[config.mk]
export PLATFORM = sky130hd
export DESIGN_NAME = uart_tx_frame_ctrl
export DESIGN_NICKNAME = d
export VERILOG_FILES = /design/src/rtl/uart_tx_frame_ctrl.sv
export SDC_FILE = /design/constraint.sdc
export NUM_CORES = 1
export LEC_CHECK = 0
export ABC_AREA = 1
export CAP_MARGIN = 30
export CORE_ASPECT_RATIO = 0.75
export CORE_MARGIN = 5
export CORE_UTILIZATION = 35
export DETAILED_ROUTE_END_ITERATION = 10
export PLACE_DENSITY = 0.63
export SKIP_LAST_GASP = 1
export SYNTH_ARGS = -nofsm -noshare
export SYNTH_HDL_FRONTEND = slang
export SYNTH_SLANG_ARGS = --single-unit
[constraint.sdc]
create_clock -name CLK_FSM -period 3.7 [get_ports CLK_FSM]
set_clock_uncertainty 0.2 [all_clocks]
set_input_delay 0.74 -clock CLK_FSM [delete_from_list [all_inputs] [get_ports CLK_FSM]]
set_output_delay 0.74 -clock CLK_FSM [all_outputs]
set_load 0.005 [all_outputs]
[src/rtl/uart_tx_frame_ctrl.sv]
// UART transmit frame controller: start bit, DATA_WIDTH data bits LSB first,
// optional even/odd parity, one or two stop bits, paced by an external BAUD_TICK.
module uart_tx_frame_ctrl #(
  parameter int DATA_WIDTH = 8
) (
  input  logic                  CLK_FSM,
  input  logic                  RST_FSM,
  input  logic                  BAUD_TICK,
  input  logic [DATA_WIDTH-1:0] P_DATA,
  input  logic                  Data_Valid,
  input  logic                  PAR_EN,
  input  logic                  PAR_TYP,
  input  logic                  STOP2,
  output logic                  TX_OUT,
  output logic                  Busy,
  output logic                  Data_Accept,
  output logic                  Frame_Done
);

  localparam int CW = $clog2(DATA_WIDTH);
  localparam logic [CW-1:0] LAST = CW'(DATA_WIDTH - 1);

  typedef enum logic [2:0] {
    S_IDLE, S_ARM, S_START, S_DATA, S_PARITY, S_STOP1, S_STOP2
  } state_t;

  state_t                state;
  logic [DATA_WIDTH-1:0] shreg;
  logic [CW-1:0]         cnt;
  logic                  par_en_q;
  logic                  stop2_q;
  logic                  par_bit;
  logic                  frame_end;

  assign frame_end = BAUD_TICK &&
                     ((state == S_STOP1 && !stop2_q) || state == S_STOP2);

  always_ff @(posedge CLK_FSM or negedge RST_FSM) begin
    if (!RST_FSM) begin
      state       <= S_IDLE;
      shreg       <= '0;
      cnt         <= '0;
      par_en_q    <= 1'b0;
      stop2_q     <= 1'b0;
      par_bit     <= 1'b0;
      TX_OUT      <= 1'b1;
      Busy        <= 1'b0;
      Data_Accept <= 1'b0;
      Frame_Done  <= 1'b0;
    end else begin
      Data_Accept <= 1'b0;
      Frame_Done  <= 1'b0;
      // Frame end takes priority so a waiting word chains straight into START.
      if (frame_end) begin
        Frame_Done <= 1'b1;
        if (Data_Valid) begin
          shreg       <= P_DATA;
          par_en_q    <= PAR_EN;
          stop2_q     <= STOP2;
          par_bit     <= ^P_DATA ^ PAR_TYP;
          Data_Accept <= 1'b1;
          cnt         <= '0;
          state       <= S_START;
          TX_OUT      <= 1'b0;
        end else begin
          state  <= S_IDLE;
          Busy   <= 1'b0;
          TX_OUT <= 1'b1;
        end
      end else begin
        case (state)
          S_IDLE: begin
            TX_OUT <= 1'b1;
            if (Data_Valid) begin
              shreg       <= P_DATA;
              par_en_q    <= PAR_EN;
              stop2_q     <= STOP2;
              par_bit     <= ^P_DATA ^ PAR_TYP;
              Data_Accept <= 1'b1;
              Busy        <= 1'b1;
              state       <= S_ARM;
            end
          end
          S_ARM: begin
            if (BAUD_TICK) begin
              cnt    <= '0;
              state  <= S_START;
              TX_OUT <= 1'b0;
            end
          end
          S_START: begin
            if (BAUD_TICK) begin
              cnt    <= '0;
              state  <= S_DATA;
              TX_OUT <= shreg[0];
            end
          end
          S_DATA: begin
            if (BAUD_TICK) begin
              shreg <= shreg >> 1;
              cnt   <= cnt + CW'(1);
              if (cnt == LAST) begin
                state  <= par_en_q ? S_PARITY : S_STOP1;
                TX_OUT <= par_en_q ? par_bit : 1'b1;
              end else begin
                TX_OUT <= shreg[1];
              end
            end
          end
          S_PARITY: begin
            if (BAUD_TICK) begin
              state  <= S_STOP1;
              TX_OUT <= 1'b1;
            end
          end
          S_STOP1: begin
            if (BAUD_TICK) begin
              state  <= S_STOP2;
              TX_OUT <= 1'b1;
            end
          end
          S_STOP2: TX_OUT <= 1'b1;
          default: begin
            state  <= S_IDLE;
            Busy   <= 1'b0;
            TX_OUT <= 1'b1;
          end
        endcase
      end
    end
  end

endmodule

---- Word-level counts from Yosys, hierarchy flattened ----
Index checks and enable logic that the tools add are counted.
word-level totals
  output and inout bits ................... 4
  word-level logic and storage cells ...... 95
  input bits .............................. 15
  flip-flop bits (word level) ............. 21
cells by class
  multiplexer cells ....................... 46
  bitwise logic cells ..................... 1
  reduce and logical (&&, ||, !) cells .... 17
  equal/unequal tests ..................... 20
  $add $sub $neg .......................... 1
operators with widths
  cell                                                   count
  two-way mux 3 bit                                      12
  two-way mux 1 bit                                      25
  two-way mux 8 bit                                      3
  inequality test 3 bit, second input constant           7
  one-hot mux 3 bit (7 select lines)                     1
  one-hot mux 8 bit (2 select lines)                     1
  == test 3 bit, second input constant                   4
  AND reduction 4 bit                                    2
  AND reduction 8 bit                                    1
  XOR reduction 8 bit                                    1
  == test 3 x 2 -> 1 bit, second input constant          2
  inequality test 2 bit, second input constant           3
  inequality test 3 x 1 -> 1 bit, second input constant  2
  one-hot mux 3 bit (2 select lines)                     1
  nonzero test 3 bit                                     2
  OR reduction 6 bit                                     1
  one-hot mux 1 bit (4 select lines)                     1
  OR reduction 2 bit                                     2
  adder 3 x 1 -> 3 bit, second input constant            1
  == test 3 x 1 -> 1 bit, second input constant          1
  zero test 3 bit                                        1
  AND reduction 3 bit                                    1
  logical AND 1 bit                                      2
  two-way mux 2 bit                                      1
  other kinds (7)                                        7

---- Depth between registers and ports, before layout ----
  depth after elaboration ................. 6
  mapped depth ............................ 10
  gate-level depth less buffers ........... 10

---- Worst setup path before layout ----
OpenSTA, ideal clock, no wires.
  path type ............................... input -> register
  start ................................... input port Data_Valid
  end ..................................... register shreg[0]
  setup time .............................. 0.127 ns
  path buffers ............................ 2
  stages .................................. 5
  arrival time ............................ 1.467 ns
  path slack .............................. 1.907 ns
  data required time ...................... 3.373 ns
  path through ............................ buf_2 > clkbuf_1 > o211ai_1 > o211ai_1 > o21ai_1
on the way
  word-level cells in the longest chain between the ends .. 3
ends and longest elaborated chain
  what                                RTL line  source
  start: declaration                  10        input logic Data_Valid,
  two-way mux 8 bit (*)               n/a
  one-hot mux 8 bit (2 select lines)  n/a
  two-way mux 8 bit (*)               n/a
  end signal: assignment              100       shreg <= shreg >> 1;
  end: declaration                    28        logic [DATA_WIDTH-1:0] shreg;
Every way passes the cells marked *; elsewhere a longest branch is shown, timed or not.
A chain may end at the register's enable or synchronous reset.

---- Final worst setup path ----
  start ................................... input port Data_Valid
  end ..................................... register state[2]
on the way
  word-level cells in the longest chain between the ends .. 2
ends and longest elaborated chain
  what                             RTL line  source
  inequality test 3 bit (no line)  n/a
  AND reduction 8 bit (no line)    n/a
  end signal: assignment           103       state <= par_en_q ? S_PARITY : S_STOP1;
  end: declaration                 27        state_t state;
Every way passes these cells.

==> results.cfg <==
[cts]
cts.repair.resized = 0
cts_tree = done
clk_pin_slew_worst_paths_ns = 0.08
insertion_delay_ns = 0.26
root_buffer = clkbuf_8
hold_buffers = 0
cts.sinks = 21
clock_path_buffers = 2
cts_buffers = 3
htreeDepth = 1
postCtsSetupRepairBufs = 0

[timing]
period_share = 0.615
tightestPinTransition_ns = 0.588
hold_ws_ns = 0.277
post-route-worst-setup-slack_ns = 1.43
relSlewSlack = 0.607
drv_slew = 0
rsz0062_at_grt = false
setup_viol = 0
tns_ns = 0
hold_viol_final = 0
period_minus_slack_ns = 2.27
fmax_mhz = 440

[outcome]
outcome = finished, final reports clean

[grt]
antenna_found_initial = 0
grt_max_degree = 21
grt_overflow = 0
grt_pass1_wl_mm = 5.00
grt_usage = 0.116
grt_pass1_vias = 1050

[setup_path]
setup.worst_path.end_class = register
cp-startpoint = Data_Valid
critPathLaunchType = primary input
reg2reg_from = state[2]
worstSetupPathType = primary input to register
critPathArrivalTime_ns = 2.27
worstPathMaxFanout = 18
worst_ep_required_time_ns = 3.70

[synthesis]
synth.net_count = 213
syn-cell-area_mm2 = 0.00139
synth.distinct_cells = 26
yosysSeqAreaShare = 0.379
ys_seq_elements = 21
synth.avg_cell_area_um2 = 7.10
synth_cells = 196
yosys_warnings = 0

[die]
fp.dieH_um = 64.6
dieArea_mm2 = 0.00535
io_pins = 19
core_mm2 = 0.00376
start_util = 0.370
rows = 19
die_w_um = 82.8

[finish]
fill_cells = 426
n_antenna_cell = 0
layout-drive-gt1-share = 0.0939
layoutNonFillerInstCount = 265
fin_area_mm2 = 0.00166
postLayoutCoreUtil = 0.442
area_growth_pct = 19.3
nets = 231

[placement]
dp_hpwl_mm = 2.29
placed_cells = 261
placed_cell_area_mm2 = 0.00161
io_buffers = 18
place_ws_ns = 1.16
gp_congestion = 0.809

[routing]
totalWireLength_mm = 2.95
vias_per_cell = 4.65
drc = 0
vias = 1232
wl_per_cell_um = 11.1
ant_nets = 0
initialDrtViolationCount = 134
first_pass_iters = 4

[hold_path]
hp-class = register to register
worstHoldStart = cnt[1]

[power]
vdd_drop_max_uv = 220
p_per_area_mw_per_mm2 = 651
p_total_mw = 1.08
p_leak_nw = 0.868

[flow_run]
drv_cap = 0
## sequential cells by signal, summed over array words and instances (netlist names)
signal / count
state: 3
stop2_q: 1
TX_OUT: 1
Busy: 1
par_en_q: 1
cnt: 3
Data_Accept: 1
shreg: 8
Frame_Done: 1
par_bit: 1
## critical path: stages
cell	delay, ns
clkdlybuf4s50_1	0.84
inv_1	0.12
nand2_1	0.11
nand2_1	0.07
a21oi_2	0.21
nand3_1	0.10
o21ai_1	0.08
## layout make-up
cell class,count,area (um2),area share
inverters,32,120,0.0723
clock inverters,1,5.00,0.00301
flip-flops and latches,21,527,0.317
repair buffers,19,195,0.118
well taps,52,65.1,0.0392
clock buffers,3,41.3,0.0249
multi-input cells,137,707,0.426
## cells in the final DEF (no fill, tap or decap), drive strengths merged, types with 2 or more instances in the layout
cell / n
o211ai: 16
inv: 32
nand3: 16
clkbuf: 3
nand3b: 3
clkdlybuf4s50: 18
a21oi: 2
o21ai: 17
nor2: 12
dfrtp: 20
ha: 2
nand2: 66
## routing by layer
layer,routed length [um],up-vias,GRT usage
met5,0,-,0
met4,36,0,0.0388
met3,102,2,0.0367
met2,1130,18,0.150
met1,1680,543,0.179
li1,-,669,-
## cells in the mapped netlist (all sizes together)
| cell type | count | area share |
|---|---|---|
| clkbuf | 1 | 0.0027 |
| inv | 32 | 0.086 |
| nor2 | 12 | 0.034 |
| o221ai | 1 | 0.0063 |
| buf | 5 | 0.024 |
| dfrtp | 20 | 0.36 |
| nand3 | 16 | 0.081 |
| o21ai | 17 | 0.061 |
| o211ai | 16 | 0.086 |
| nand3b | 3 | 0.016 |
| xnor2 | 1 | 0.0063 |
| nor3 | 1 | 0.0036 |
| ha | 2 | 0.018 |
| a21oi | 2 | 0.0099 |
| nand2 | 66 | 0.19 |
| dfstp | 1 | 0.019 |
## power by group
part | leakage, nW | switching, mW | internal, mW
Sequential | 0.265 | 0.0687 | 0.330
Clock | 0.0255 | 0.0739 | 0.0751
Combinational | 0.577 | 0.324 | 0.209
## final timing paths
path | depth (start not counted) | slack [ns] | end
setup / recovery | 7 | 1.43 | state[2]
hold / removal | 2 | 0.28 | cnt[1]
setup reg to reg | 7 | 1.70 | shreg[6]
hold reg to reg | 2 | 0.28 | cnt[1]
max in group asynchronous | 2 | 2.22 | shreg[7]
min in group asynchronous | 1 | 0.62 | state[2]
## cells by family after synthesis
| kind of cell | after synthesis | synth area share |
|---|---|---|
| XOR/XNOR | 1 | 0.00630 |
| adder cells (fa/ha/maj) | 2 | 0.0180 |
| AO/OA/AOI/OAI | 36 | 0.164 |
| flip-flops | 21 | 0.379 |
| buffers and inverters | 38 | 0.113 |
| AND/OR/NAND/NOR | 98 | 0.320 |
Power figures use the tool's default switching activity.
